==> src/rtl/elevator_call_scheduler_pkg.sv <==
// Shared types and constants for the elevator call scheduler.
package elev_pkg;

    localparam int DEFAULT_FLOOR_W = 2;

    localparam int GROUND = 0;
    localparam int FIRST  = 1;
    localparam int SECOND = 2;

    typedef enum logic [2:0] {
        IDLE,
        TRAVEL,
        STEP,
        CHECK,
        DOOR
    } sched_state_t;

endpackage

==> src/rtl/elev_call_sync.sv <==
// Per-bit 2-flop synchronizer plus rising-edge detect for call buttons.
// Only built when ELEV_SCHED_SYNC_EN is defined; adds 2 cycles of call latency.
`ifdef ELEV_SCHED_SYNC_EN
module elev_call_sync #(
    parameter int WIDTH = 3
) (
    input  logic             clk,
    input  logic             reset,
    input  logic [WIDTH-1:0] call_req,
    output logic [WIDTH-1:0] call_rise
);

    logic [WIDTH-1:0] meta_q;
    logic [WIDTH-1:0] sync_q;
    logic [WIDTH-1:0] sync_d_q;

    always_ff @(posedge clk or posedge reset) begin
        if (reset) begin
            meta_q   <= '0;
            sync_q   <= '0;
            sync_d_q <= '0;
        end else begin
            meta_q   <= call_req;
            sync_q   <= meta_q;
            sync_d_q <= sync_q;
        end
    end

    assign call_rise = sync_q & ~sync_d_q;

endmodule
`endif

==> src/rtl/elevator_call_scheduler.sv <==
// SCAN call scheduler: latches calls, paces step pulses, holds door dwell. All outputs registered.
// ELEV_SCHED_SYNC_EN: synchronize and edge-detect call buttons (call latency 1 -> 3 cycles).
module elevator_call_scheduler
    import elev_pkg::*;
#(
    parameter int NUM_FLOORS   = 3,
    parameter int FLOOR_W      = DEFAULT_FLOOR_W,
    parameter int MOVE_GAP     = 4,
    parameter int DWELL_CYCLES = 8
) (
    input  logic                  clk,
    input  logic                  reset,
    input  logic [NUM_FLOORS-1:0] call_req,
    input  logic [FLOOR_W-1:0]    floor_in,
    output logic                  up_request,
    output logic                  down_request,
    output logic                  door_open,
    output logic                  dir_up,
    output logic [NUM_FLOORS-1:0] calls_pending
);

    localparam int CNT_MAX = (MOVE_GAP > DWELL_CYCLES) ? MOVE_GAP : DWELL_CYCLES;
    localparam int CNT_W   = (CNT_MAX < 2) ? 1 : $clog2(CNT_MAX);
    localparam logic [CNT_W-1:0]   GAP_LOAD   = CNT_W'(MOVE_GAP - 1);
    localparam logic [CNT_W-1:0]   DWELL_LOAD = CNT_W'(DWELL_CYCLES - 1);
    localparam logic [FLOOR_W:0]   FLOOR_LIM  = (FLOOR_W + 1)'(NUM_FLOORS);

    sched_state_t          state, state_nxt;
    logic [CNT_W-1:0]      cnt, cnt_nxt;
    logic                  dir_nxt;
    logic [NUM_FLOORS-1:0] call_set;
    logic [NUM_FLOORS-1:0] here_mask, below_mask, above_mask;
    logic [NUM_FLOORS-1:0] clr_mask, absorb_mask;
    logic                  floor_valid, pend_here, ahead, behind, absorb;

`ifdef ELEV_SCHED_SYNC_EN
    elev_call_sync #(
        .WIDTH (NUM_FLOORS)
    ) u_call_sync (
        .clk       (clk),
        .reset     (reset),
        .call_req  (call_req),
        .call_rise (call_set)
    );
`else
    assign call_set = call_req;
`endif

    assign floor_valid = ({1'b0, floor_in} < FLOOR_LIM);

    // An invalid floor yields empty masks, so nothing is "here", ahead or behind.
    always_comb begin
        here_mask  = '0;
        below_mask = '0;
        above_mask = '0;
        if (floor_valid) begin
            here_mask  = NUM_FLOORS'(1) << floor_in;
            below_mask = here_mask - NUM_FLOORS'(1);
            above_mask = ~(below_mask | here_mask);
        end
    end

    assign pend_here = |(calls_pending & here_mask);
    assign ahead     = dir_up ? |(calls_pending & above_mask) : |(calls_pending & below_mask);
    assign behind    = dir_up ? |(calls_pending & below_mask) : |(calls_pending & above_mask);
    assign absorb    = (state == DOOR) && |(call_set & here_mask);

    always_comb begin
        state_nxt = state;
        cnt_nxt   = cnt;
        dir_nxt   = dir_up;
        case (state)
            IDLE: begin
                if (floor_valid) begin
                    if (pend_here) begin
                        state_nxt = DOOR;
                        cnt_nxt   = DWELL_LOAD;
                    end else if (ahead) begin
                        state_nxt = TRAVEL;
                        cnt_nxt   = GAP_LOAD;
                    end else if (behind) begin
                        dir_nxt   = ~dir_up;
                        state_nxt = TRAVEL;
                        cnt_nxt   = GAP_LOAD;
                    end
                end
            end
            TRAVEL: begin
                if (!floor_valid) begin
                    state_nxt = IDLE;
                end else if (cnt == '0) begin
                    state_nxt = STEP;
                end else begin
                    cnt_nxt = cnt - CNT_W'(1);
                end
            end
            STEP: begin
                state_nxt = floor_valid ? CHECK : IDLE;
            end
            CHECK: begin
                if (!floor_valid) begin
                    state_nxt = IDLE;
                end else if (pend_here) begin
                    state_nxt = DOOR;
                    cnt_nxt   = DWELL_LOAD;
                end else if (ahead) begin
                    state_nxt = TRAVEL;
                    cnt_nxt   = GAP_LOAD;
                end else begin
                    state_nxt = IDLE;
                end
            end
            DOOR: begin
                // A press for the open floor keeps the door open instead of re-queuing.
                if (absorb) begin
                    cnt_nxt = DWELL_LOAD;
                end else if (cnt == '0) begin
                    state_nxt = IDLE;
                end else begin
                    cnt_nxt = cnt - CNT_W'(1);
                end
            end
            default: state_nxt = IDLE;
        endcase
    end

    assign clr_mask    = ((state_nxt == DOOR) && (state != DOOR)) ? here_mask : '0;
    assign absorb_mask = (state == DOOR) ? here_mask : '0;

    always_ff @(posedge clk or posedge reset) begin
        if (reset) begin
            state         <= IDLE;
            cnt           <= '0;
            dir_up        <= 1'b1;
            calls_pending <= '0;
            up_request    <= 1'b0;
            down_request  <= 1'b0;
            door_open     <= 1'b0;
        end else begin
            state         <= state_nxt;
            cnt           <= cnt_nxt;
            dir_up        <= dir_nxt;
            calls_pending <= (calls_pending & ~clr_mask) | (call_set & ~absorb_mask);
            up_request    <= (state_nxt == STEP) && dir_nxt;
            down_request  <= (state_nxt == STEP) && !dir_nxt;
            door_open     <= (state_nxt == DOOR);
        end
    end

endmodule

==> config.mk <==
export PLATFORM = sky130hd
export DESIGN_NAME = elevator_call_scheduler
export DESIGN_NICKNAME = d
export VERILOG_FILES = /design/src/rtl/elevator_call_scheduler_pkg.sv /design/src/rtl/elev_call_sync.sv /design/src/rtl/elevator_call_scheduler.sv
export SDC_FILE = /design/constraint.sdc
export NUM_CORES = 1
export LEC_CHECK = 0
export CAP_MARGIN = 20
export CORE_UTILIZATION = 55
export CTS_BUF_LIST = sky130_fd_sc_hd__clkbuf_8
export DETAILED_ROUTE_END_ITERATION = 10
export PLACE_DENSITY = 0.83
export SYNTH_ARGS = -nofsm -noshare
export SYNTH_HDL_FRONTEND = slang
export SYNTH_SLANG_ARGS = --single-unit
==> constraint.sdc <==
create_clock -name clk -period 2.6 [get_ports clk]
set_input_delay 0.78 -clock clk [delete_from_list [all_inputs] [get_ports clk]]
set_output_delay 0.78 -clock clk [all_outputs]
set_load 0.02 [all_outputs]
* Word level (Yosys, flattened, before mapping)
Cells that the tools add are included.
Operators by class: add/sub/neg operators 2, magnitude comparators 1, equality and inequality tests 12, shift-type cells 1, multiplexer cells 36, bitwise operators 12, reductions and logical operators 13
Operators with widths (number):
- $mux 3 | 25
- $and 3x3->3 | 6
- $pmux 3 s5 | 1
- $pmux 3 s4 | 1
- $reduce_or 3->1 | 4
- $eq 3x2->1 const B | 3
- $not 3->3 | 3
- $mux 1 | 8
- $eq 3x3->1 const B | 2
- $logic_not 3->1 | 2
- $ne 2x2->1 const B | 3
- $ne 3x3->1 const B | 2
- $or 3x3->3 | 2
- $reduce_and 6->1 | 1
- $sub 3x1->3 const B | 2
- $logic_and 1x1->1 | 4
- $ne 4x4->1 const B | 1
- $reduce_bool 4->1 | 1
- $eq 3x1->1 const B | 1
- $shl 1x2->3 const A | 1
- $lt 2x2->1 const B | 1
- $mux 2 | 1
- $logic_not 1->1 | 1
- $not 1->1 | 1
Storage, ports and cells: bits in registers 13, word-level logic and storage cells 84

* Longest topological paths before layout
Gate-level depths: netlist of the first run.
depth in word-level cells 19, gate-level depth with buffers 7

* Least setup slack after synthesis of the first run
OpenSTA, ideal clock, no wires.
kind input-to-reg, start point input port floor_in[0], end point register cnt[0], library setup time 0.125 ns, arrival 2.415 ns, data required time 2.475 ns, setup slack 0.060 ns, cell stages on the path 7, cells stage by stage inv_1 > ha_1 > a222oi_1 > inv_2 > o41ai_2 > a21oi_1 > mux2_4
Between the ends: cells in the longest elaborated chain, start to end 12, elaborated cells on any way between the ends 32, classes of those cells add/sub (1); order compare (1); eq/ne (5); shift (1); mux (12); bitwise (6); reduce/logical (6)
RTL lines:
- from (decl) | line elevator_call_scheduler.sv:14 | input logic [FLOOR_W-1:0] floor_in,
- $shl 1x2->3 | line elevator_call_scheduler.sv:57 | here_mask = NUM_FLOORS'(1) << floor_in;
- $sub 3x1->3 | line elevator_call_scheduler.sv:58 | below_mask = here_mask - NUM_FLOORS'(1);
- $or 3x3->3 | line elevator_call_scheduler.sv:59 | above_mask = ~(below_mask | here_mask);
- $not 3->3 | line elevator_call_scheduler.sv:59
- $mux 3 | line elevator_call_scheduler.sv:56 | if (floor_valid) begin
- $and 3x3->3 | line elevator_call_scheduler.sv:64, elevator_call_scheduler.sv:65
- $reduce_or 3->1 | line elevator_call_scheduler.sv:64, elevator_call_scheduler.sv:65
- $mux 1 | line elevator_call_scheduler.sv:64 | assign ahead = dir_up ? |(calls_pending & above_mask) : |(calls_pending & below_mask);
- $mux 3 | line elevator_call_scheduler.sv:78 | end else if (ahead) begin
- $mux 3 | line elevator_call_scheduler.sv:75 | if (pend_here) begin
- $mux 3 | line elevator_call_scheduler.sv:74 | if (floor_valid) begin
- $pmux 3 s4 | line elevator_call_scheduler.sv:72 | case (state)
- to (signal assigned) | line elevator_call_scheduler.sv:141 | cnt <= cnt_nxt;
- to (decl) | line elevator_call_scheduler.sv:29 | logic [CNT_W-1:0] cnt, cnt_nxt;
Parallel ways exist; a longest one is shown, timed or not. The select of a mux whose other input is x is not followed. A chain may end at the register's enable or synchronous reset.

* Worst setup path in the final report of the first run
start point input port floor_in[0], end point register cnt[2]
Same word-level chain as after synthesis.

==> metrics.txt, run 1 <==
# TYPE chip_impl_metric gauge
chip_impl_metric{name="finalWorstPathRequiredPeriod",unit="ns"} 2.414
chip_impl_metric{name="slew_violations",unit=""} 0
chip_impl_info{name="critPathKind",value="input port to flip-flop"} 1
chip_impl_metric{name="hold_violation_total_from_the_final_report",unit=""} 0
chip_impl_metric{name="slew_headroom",unit="%"} 66.92
chip_impl_metric{name="cts_made_buffers",unit=""} 3
chip_impl_info{name="hold_path_class",value="flip-flop to flip-flop"} 1
chip_impl_metric{name="rows",unit=""} 14
chip_impl_info{name="run_status",value="completed"} 1
chip_impl_metric{name="max_clock_freq",unit="GHz"} 0.4143
chip_impl_metric{name="synthToLayoutAreaGrowth",unit="%"} 40.49
chip_impl_info{name="crit_path_end",value="cnt[2]"} 1
chip_impl_metric{name="start_util",unit="%"} 60.02
chip_impl_metric{name="drt_iter0_drc",unit=""} 36
chip_impl_info{name="crit-reg2reg-capture",value="cnt[0]"} 1
chip_impl_info{name="netlist_top_cells_area",value="sky130_fd_sc_hd__dfrtp_1 (33%), sky130_fd_sc_hd__ha_1 (9.6%), sky130_fd_sc_hd__nand2_1 (4.5%)"} 1
chip_impl_metric{name="grt_pass1_wl",unit="um"} 3739
chip_impl_metric{name="comb_power_share",unit="%"} 53.0
chip_impl_metric{name="max_cap_viol_count",unit=""} 0
chip_impl_metric{name="dpl_worst_slack",unit="ns"} -0.3700
chip_impl_metric{name="cts_hold_buffers",unit=""} 0
chip_impl_info{name="synthFlopType",value="sky130_fd_sc_hd__dfrtp_1"} 1
chip_impl_metric{name="crit_required",unit="ns"} 2.73
chip_impl_metric{name="final_skew",unit="ns"} 0.001801
chip_impl_metric{name="first_global_vias",unit=""} 898
chip_impl_metric{name="synth_cell_types",unit=""} 38
chip_impl_metric{name="final.period_utilization",unit="%"} 92.83
chip_impl_metric{name="worst_r2r_path_depth",unit=""} 5
chip_impl_metric{name="drt_pre_antenna_iters",unit=""} 4
chip_impl_info{name="grt_setup_unrepaired",value="false"} 1
chip_impl_metric{name="synth_enable_flop_cells",unit=""} 0
chip_impl_metric{name="power.net_switching",unit="mW"} 0.4218
chip_impl_metric{name="drive_above_1_share",unit="%"} 26.81
chip_impl_info{name="worstSetupEndpointType",value="flip-flop"} 1
chip_impl_metric{name="final_replace_weighted_congestion",unit=""} 0.8932
chip_impl_info{name="synth.largest_area_cell",value="sky130_fd_sc_hd__dfrtp_1"} 1
chip_impl_metric{name="postRouteAntennaNets",unit=""} 0
chip_impl_metric{name="synth-warning-count",unit=""} 0
chip_impl_metric{name="antenna_found_initial",unit=""} 0
chip_impl_metric{name="final_net_count",unit=""} 153
chip_impl_metric{name="cts_buffer_depth",unit=""} 2
chip_impl_metric{name="setup_viol",unit=""} 0
chip_impl_metric{name="wirelength",unit="um"} 2208
chip_impl_metric{name="power.density_cell_area",unit="mW/mm2"} 846.9
chip_impl_info{name="crit_start",value="floor_in[0]"} 1
chip_impl_metric{name="number_of_stages_on_the_worst_hold_path",unit=""} 1
chip_impl_info{name="start_kind",value="input port"} 1
chip_impl_metric{name="maximum_number_of_pins_on_one_net_before_global_route_repair",unit=""} 15
chip_impl_metric{name="worst_pin_slew",unit="ns"} 0.4956
chip_impl_metric{name="clock_power_share",unit="%"} 16.4
chip_impl_info{name="r2r-start",value="state[0]"} 1
chip_impl_metric{name="rrSetupSlack",unit="ns"} 0.70
chip_impl_metric{name="global_route.usage.total",unit="%"} 27.42
chip_impl_metric{name="design.core.area",unit="mm2"} 0.001524
chip_impl_metric{name="arrival",unit="ns"} 2.54
chip_impl_metric{name="power.switching_fraction",unit="%"} 38.76
chip_impl_metric{name="syn-cell-area",unit="um2"} 914.6
chip_impl_metric{name="synth.ff_latch_count",unit=""} 13
chip_impl_metric{name="fin_util",unit="%"} 84.32
chip_impl_metric{name="mappedNetlistNets",unit=""} 118
chip_impl_metric{name="yosysTopAreaCellShare",unit="%"} 32.83
chip_impl_metric{name="drt-wirelength-per-cell",unit="um"} 14.34
chip_impl_metric{name="via_count",unit=""} 910
chip_impl_metric{name="p_leak",unit="nW"} 0.6271
chip_impl_metric{name="floorplan.io_pins",unit=""} 14
chip_impl_metric{name="buffer_ports.inserted",unit=""} 13
chip_impl_metric{name="height_of_the_die",unit="um"} 42.78
chip_impl_metric{name="synthesis.instances",unit=""} 104
chip_impl_metric{name="synth-async-reset-ratio",unit="%"} 100.0
chip_impl_metric{name="detailed_place_hpwl",unit="um"} 1594
chip_impl_metric{name="drc_errors",unit=""} 0
chip_impl_info{name="synthMostInstantiatedCell",value="sky130_fd_sc_hd__dfrtp_1"} 1
chip_impl_metric{name="ctsHtreeMaxLevel",unit=""} 1
chip_impl_metric{name="grt_overflow",unit=""} 0
chip_impl_metric{name="synth_sequential_area_ratio",unit="%"} 35.70
chip_impl_metric{name="power_frac_seq",unit="%"} 30.6
chip_impl_metric{name="clock_latency",unit="ns"} 0.24
chip_impl_metric{name="cell_internal_pwr",unit="mW"} 0.6664
chip_impl_info{name="cts_tree",value="yes"} 1
chip_impl_metric{name="path_max_fanout",unit=""} 3
chip_impl_metric{name="die_area",unit="mm2"} 0.001830
chip_impl_metric{name="syn-mean-instance-area",unit="um2"} 8.794
chip_impl_info{name="synth_commonest_cells",value="sky130_fd_sc_hd__dfrtp_1 (12), sky130_fd_sc_hd__nand2_1 (11), sky130_fd_sc_hd__a21oi_1 (8), sky130_fd_sc_hd__inv_1 (8), sky130_fd_sc_hd__nor2_1 (8)"} 1
chip_impl_metric{name="clk_pin_slew_worst_paths",unit="ns"} 0.06
chip_impl_info{name="cts_root_buffer",value="sky130_fd_sc_hd__clkbuf_8"} 1
chip_impl_metric{name="power.ir.vdd_worst",unit="V"} 0.0005686
chip_impl_metric{name="insertedDiodeCount",unit=""} 0
chip_impl_metric{name="clk_sinks",unit=""} 13
chip_impl_metric{name="die_w",unit="um"} 42.78
chip_impl_metric{name="fillCellCount",unit=""} 82
chip_impl_metric{name="routed_via_density",unit=""} 5.909
chip_impl_metric{name="postLayoutSetupSlackWorst",unit="ns"} 0.1864
[kinds of logic after synthesis]
kind of cell,Yosys count,synth area share [%]
AND/OR/NAND/NOR,40,23.12
buffers and inverters,12,4.924
AO/OA/AOI/OAI,29,22.98
multiplexers,2,2.736
flip-flops,13,35.71
adder cells (fa/ha/maj),7,9.575
XOR/XNOR,1,0.9578
[layout make-up]
| class | count | area [um2] | share of cell area (%) |
|---|---|---|---|
| sequential | 13 | 326.6 | 25.41 |
| clock buffer | 3 | 41.29 | 3.213 |
| clock inverter | 1 | 3.754 | 0.2921 |
| multi-input combinational | 79 | 578.1 | 44.99 |
| timing repair buffer | 33 | 281.5 | 21.91 |
| tap | 16 | 20.02 | 1.558 |
| inverter | 9 | 33.78 | 2.629 |
[state kept, by name (all words and copies together) (netlist names)]
| register | flops |
|---|---|
| state | 3 |
| up_request | 1 |
| dir_up | 1 |
| cnt | 3 |
| calls_pending | 3 |
| down_request | 1 |
| door_open | 1 |
[power by group through the flow]
stage	Sequential, mW	Combinational (mW)	Clock (mW)
after global routing	0.344	0.634	0.187
after floorplan	0.318	0.350	0
after global placement	0.331	0.521	0
after detailed placement	0.332	0.538	0
final	0.333	0.577	0.179
after CTS	0.330	0.572	0.180
[worst max-delay path, stage by stage]
cell,delay [ns]
sky130_fd_sc_hd__dlygate4sd2_1,0.26
sky130_fd_sc_hd__buf_4,0.14
sky130_fd_sc_hd__ha_1,0.20
sky130_fd_sc_hd__or4b_1,0.56
sky130_fd_sc_hd__a32oi_2,0.23
sky130_fd_sc_hd__o41ai_4,0.09
sky130_fd_sc_hd__buf_4,0.16
sky130_fd_sc_hd__nand2_1,0.05
sky130_fd_sc_hd__o21ai_0,0.07
[per-layer routing]
layer / GRT usage (%) / part of all wire, % / wire [um] / vias up
met5: 0 / 0 / 0 / -
met4: 14.37 / 3.4 / 76 / 0
met3: 4.681 / 6.3 / 139 / 11
met2: 48.48 / 50 / 1096 / 41
met1: 30.91 / 41 / 895 / 413
li1: - / - / - / 445
[through the flow]
stage | instances | setup TNS [ns] | total power, mW | hold slack, ns | area [um2]
finish | 154 | 0 | 1.088 | 0.4996 | 1285
global route | 154 | 0 | 1.165 | 0.5506 | 1285
CTS | 153 | 0 | 1.082 | 0.5124 | 1267
detailed placement | 149 | -2.419 | 0.8701 | 0.5001 | 1196
global placement | 149 | -1.765 | 0.8524 | 0.4888 | 1196
floorplan | 104 | 0 | 0.6681 | 0.4640 | 914.6
[timing repair]
item | 4_1_cts | 5_1_grt
setup endpoints to repair | 5 | 7
setup buffers | 0 | 1
pin swaps | 2 | 1
gates resized for setup | 5 | 5
[cells in the final DEF, fill, tap and decap left out, drive strengths merged, types with 2 or more instances in the layout]
master	count
nor2	8
a21o	2
clkdlybuf4s50	11
a31oi	2
or2	2
o21ai	2
nand3b	2
a21oi	8
inv	10
dfrtp	12
a222oi	2
nor2b	4
nand3	3
nand2b	2
nand2	11
buf	20
clkbuf	3
ha	7
a32oi	3
and2	2
o21a	2
[how the worst min path moves through the flow]
stage / to / from / slack (ns)
detailed placement: cnt[1] / cnt[1] / 0.50
finish: cnt[1] / cnt[1] / 0.50
CTS: cnt[1] / cnt[1] / 0.51
global placement: cnt[1] / cnt[1] / 0.49
global route: cnt[1] / cnt[1] / 0.55
floorplan: cnt[1] / cnt[1] / 0.46
(Power assumes the default switching activity.)
==> run 2: changes to the inputs <==
clock period = 3.1 ns   (was 2.6 ns; I/O delays follow)
==> run 2 against run 1 <==
  * Largest cell class unchanged
  * Via count fell by 3.5%
  * Non-clock buffer count fell by 8
  * Highest routed layer unchanged
  * Worst hold slack improved by 0.014 ns
  * Total power fell by 21%
  * Cell count fell by 5.2%
  * Cell area fell by 7.5%
  * Register-to-register slack improved by 0.51 ns
  * Clock skew fell by 0.00057 ns
==> metrics.txt, run 2 (synthesis gave the netlist of run 1 again) <==
# TYPE chip_impl_metric gauge
chip_impl_metric{name="hold_violation_total_from_the_final_report",unit=""} 0
chip_impl_metric{name="floorplan.io_pins",unit=""} 14
chip_impl_metric{name="finalInstanceArea",unit="mm2"} 0.001189
chip_impl_metric{name="final_net_count",unit=""} 145
chip_impl_info{name="grt_setup_unrepaired",value="false"} 1
chip_impl_metric{name="grt_pass1_wl",unit="um"} 3622
chip_impl_info{name="hold_path_class",value="flip-flop to flip-flop"} 1
chip_impl_metric{name="finalWorstPathRequiredPeriod",unit="ns"} 2.937
chip_impl_metric{name="clk_sinks",unit=""} 13
chip_impl_metric{name="grt_overflow",unit=""} 0
chip_impl_metric{name="final.period_utilization",unit="%"} 94.73
chip_impl_metric{name="design.core.area",unit="mm2"} 0.001524
chip_impl_metric{name="cts_made_buffers",unit=""} 3
chip_impl_metric{name="max_clock_freq",unit="GHz"} 0.3405
chip_impl_metric{name="detailed_place_hpwl",unit="um"} 1541
chip_impl_metric{name="die_area",unit="mm2"} 0.001830
chip_impl_metric{name="via_count",unit=""} 878
chip_impl_metric{name="routed_via_density",unit=""} 6.014
chip_impl_info{name="critPathKind",value="input port to flip-flop"} 1
chip_impl_metric{name="power.ir.vdd_worst",unit="V"} 0.0004451
chip_impl_metric{name="clk_pin_slew_worst_paths",unit="ns"} 0.06
chip_impl_metric{name="hold_ws",unit="ns"} 0.5135
chip_impl_metric{name="post_cts_resize_count",unit=""} 0
chip_impl_metric{name="dpl-instance-area",unit="mm2"} 0.001136
chip_impl_info{name="start_kind",value="input port"} 1
chip_impl_metric{name="drt-wirelength-per-cell",unit="um"} 14.00
chip_impl_metric{name="insertedDiodeCount",unit=""} 0
chip_impl_metric{name="crit_required",unit="ns"} 3.23
chip_impl_metric{name="total_power",unit="mW"} 0.8586
chip_impl_metric{name="totalNegativeSetupSlack",unit="ns"} 0
chip_impl_metric{name="worst_pin_slew",unit="ns"} 0.4950
chip_impl_metric{name="start_util",unit="%"} 60.02
chip_impl_info{name="final_common_cell",value="sky130_fd_sc_hd__clkdlybuf4s50_1"} 1
chip_impl_metric{name="drc_errors",unit=""} 0
chip_impl_metric{name="max_cap_viol_count",unit=""} 0
chip_impl_metric{name="slew_violations",unit=""} 0
chip_impl_metric{name="drt_iter0_drc",unit=""} 38
chip_impl_metric{name="antenna_found_initial",unit=""} 0
chip_impl_metric{name="cts_hold_buffers",unit=""} 0
chip_impl_info{name="worstSetupEndpointType",value="flip-flop"} 1
chip_impl_metric{name="buffer_ports.inserted",unit=""} 13
chip_impl_metric{name="synthToLayoutAreaGrowth",unit="%"} 29.96
chip_impl_metric{name="height_of_the_die",unit="um"} 42.78
chip_impl_metric{name="final_skew",unit="ns"} 0.001227
chip_impl_metric{name="die_w",unit="um"} 42.78
chip_impl_metric{name="first_global_vias",unit=""} 852
chip_impl_metric{name="arrival",unit="ns"} 3.07
chip_impl_metric{name="power.density_cell_area",unit="mW/mm2"} 722.3
chip_impl_info{name="cts_tree",value="yes"} 1
chip_impl_metric{name="p_leak",unit="nW"} 0.5719
chip_impl_metric{name="slew_headroom",unit="%"} 66.96
chip_impl_metric{name="final_replace_weighted_congestion",unit=""} 0.8722
chip_impl_metric{name="global_route.usage.total",unit="%"} 26.13
chip_impl_metric{name="ctsHtreeMaxLevel",unit=""} 1
chip_impl_metric{name="postRouteAntennaNets",unit=""} 0
chip_impl_metric{name="drt_pre_antenna_iters",unit=""} 4
chip_impl_metric{name="drive_above_1_share",unit="%"} 16.92
chip_impl_metric{name="post-place-cells",unit=""} 141
chip_impl_metric{name="cts_buffer_depth",unit=""} 2
chip_impl_info{name="biggestRegsByFlops",value="calls_pending x3, cnt x3, state x3"} 1
chip_impl_metric{name="maximum_number_of_pins_on_one_net_before_global_route_repair",unit=""} 15
chip_impl_metric{name="path_max_fanout",unit=""} 3
chip_impl_metric{name="setup_viol",unit=""} 0
chip_impl_metric{name="rows",unit=""} 14
chip_impl_info{name="cts_root_buffer",value="sky130_fd_sc_hd__clkbuf_8"} 1
chip_impl_metric{name="post_route_insts_no_fill",unit=""} 146
chip_impl_metric{name="wirelength",unit="um"} 2044
chip_impl_info{name="layout_common_cells",value="sky130_fd_sc_hd__clkdlybuf4s50_1 (13), sky130_fd_sc_hd__dfrtp_1 (12), sky130_fd_sc_hd__buf_4 (12)"} 1
chip_impl_metric{name="clock_latency",unit="ns"} 0.25
chip_impl_info{name="run_status",value="completed"} 1
## run 2: cell types whose count changed in the layout (fill, tap and decap cells not counted), moves of 2 or more
cell | before | now
sky130_fd_sc_hd__ha_1 | 4 | 7
sky130_fd_sc_hd__buf_4 | 20 | 12
sky130_fd_sc_hd__clkdlybuf4s50_1 | 11 | 13
sky130_fd_sc_hd__ha_2 | 3 | 0
## run 2: what timing repair did
action                                  in CTS  in global routing
endpoints found under the setup margin       0                  1
endpoints found under the hold margin        0                  0
buffers inserted                             0                  1
## run 2: worst paths after layout
| path | startpoint | end | slack, ns | depth (start not counted) |
|---|---|---|---|---|
| min in group asynchronous | reset | cnt[2] | 1.00 | 2 |
| max in group asynchronous | reset | dir_up | 1.74 | 2 |
| worst max register to register | state[0] | cnt[0] | 1.21 | 5 |
| worst min register to register | cnt[1] | cnt[1] | 0.51 | 1 |
| worst min-delay path | cnt[1] | cnt[1] | 0.51 | 1 |
| worst max-delay path | floor_in[0] | cnt[0] | 0.16 | 8 |
## run 2: stage by stage
| step | utilization, % | setup WS, ns |
|---|---|---|
| after CTS | 77.50 | 0.1757 |
| after detailed placement | 74.55 | -0.04819 |
| after global placement | 74.55 | 0.01207 |
| after floorplan | - | 0.4099 |
| after global routing | 78.00 | 0.05117 |
| final | 78.00 | 0.1633 |
## run 2: critical path: stages
cell	delay (ns)
sky130_fd_sc_hd__clkdlybuf4s50_1	0.51
sky130_fd_sc_hd__inv_1	0.08
sky130_fd_sc_hd__ha_1	0.29
sky130_fd_sc_hd__a22oi_1	0.35
sky130_fd_sc_hd__a32oi_1	0.14
sky130_fd_sc_hd__o41ai_2	0.41
sky130_fd_sc_hd__a21oi_1	0.10
sky130_fd_sc_hd__mux2_4	0.27
## run 2: where the power goes
| part | leakage (nW) | internal, mW | switching [mW] |
|---|---|---|---|
| logic | 0.397 | 0.215 | 0.216 |
| registers | 0.148 | 0.217 | 0.0597 |
| clock network | 0.0269 | 0.0876 | 0.0633 |
## run 2: routing by layer
| metal | track usage [%] | routed length (um) | up-vias |
|---|---|---|---|
| li1 | - | - | 423 |
| met1 | 32.89 | 930 | 413 |
| met2 | 42.73 | 976 | 36 |
| met3 | 3.830 | 101 | 6 |
| met4 | 13.75 | 35 | 0 |
| met5 | 0 | 0 | - |
## run 2: cell type report
| type | instances | area (um2) |
|---|---|---|
| flip-flops and latches | 13 | 326.6 |
| repair buffers | 25 | 220.2 |
| clock buffers | 3 | 41.29 |
| inverters | 9 | 33.78 |
| fillers | 117 | 335.3 |
| clock inverters | 1 | 3.754 |
| well taps | 16 | 20.02 |
| multi-input cells | 79 | 543.0 |
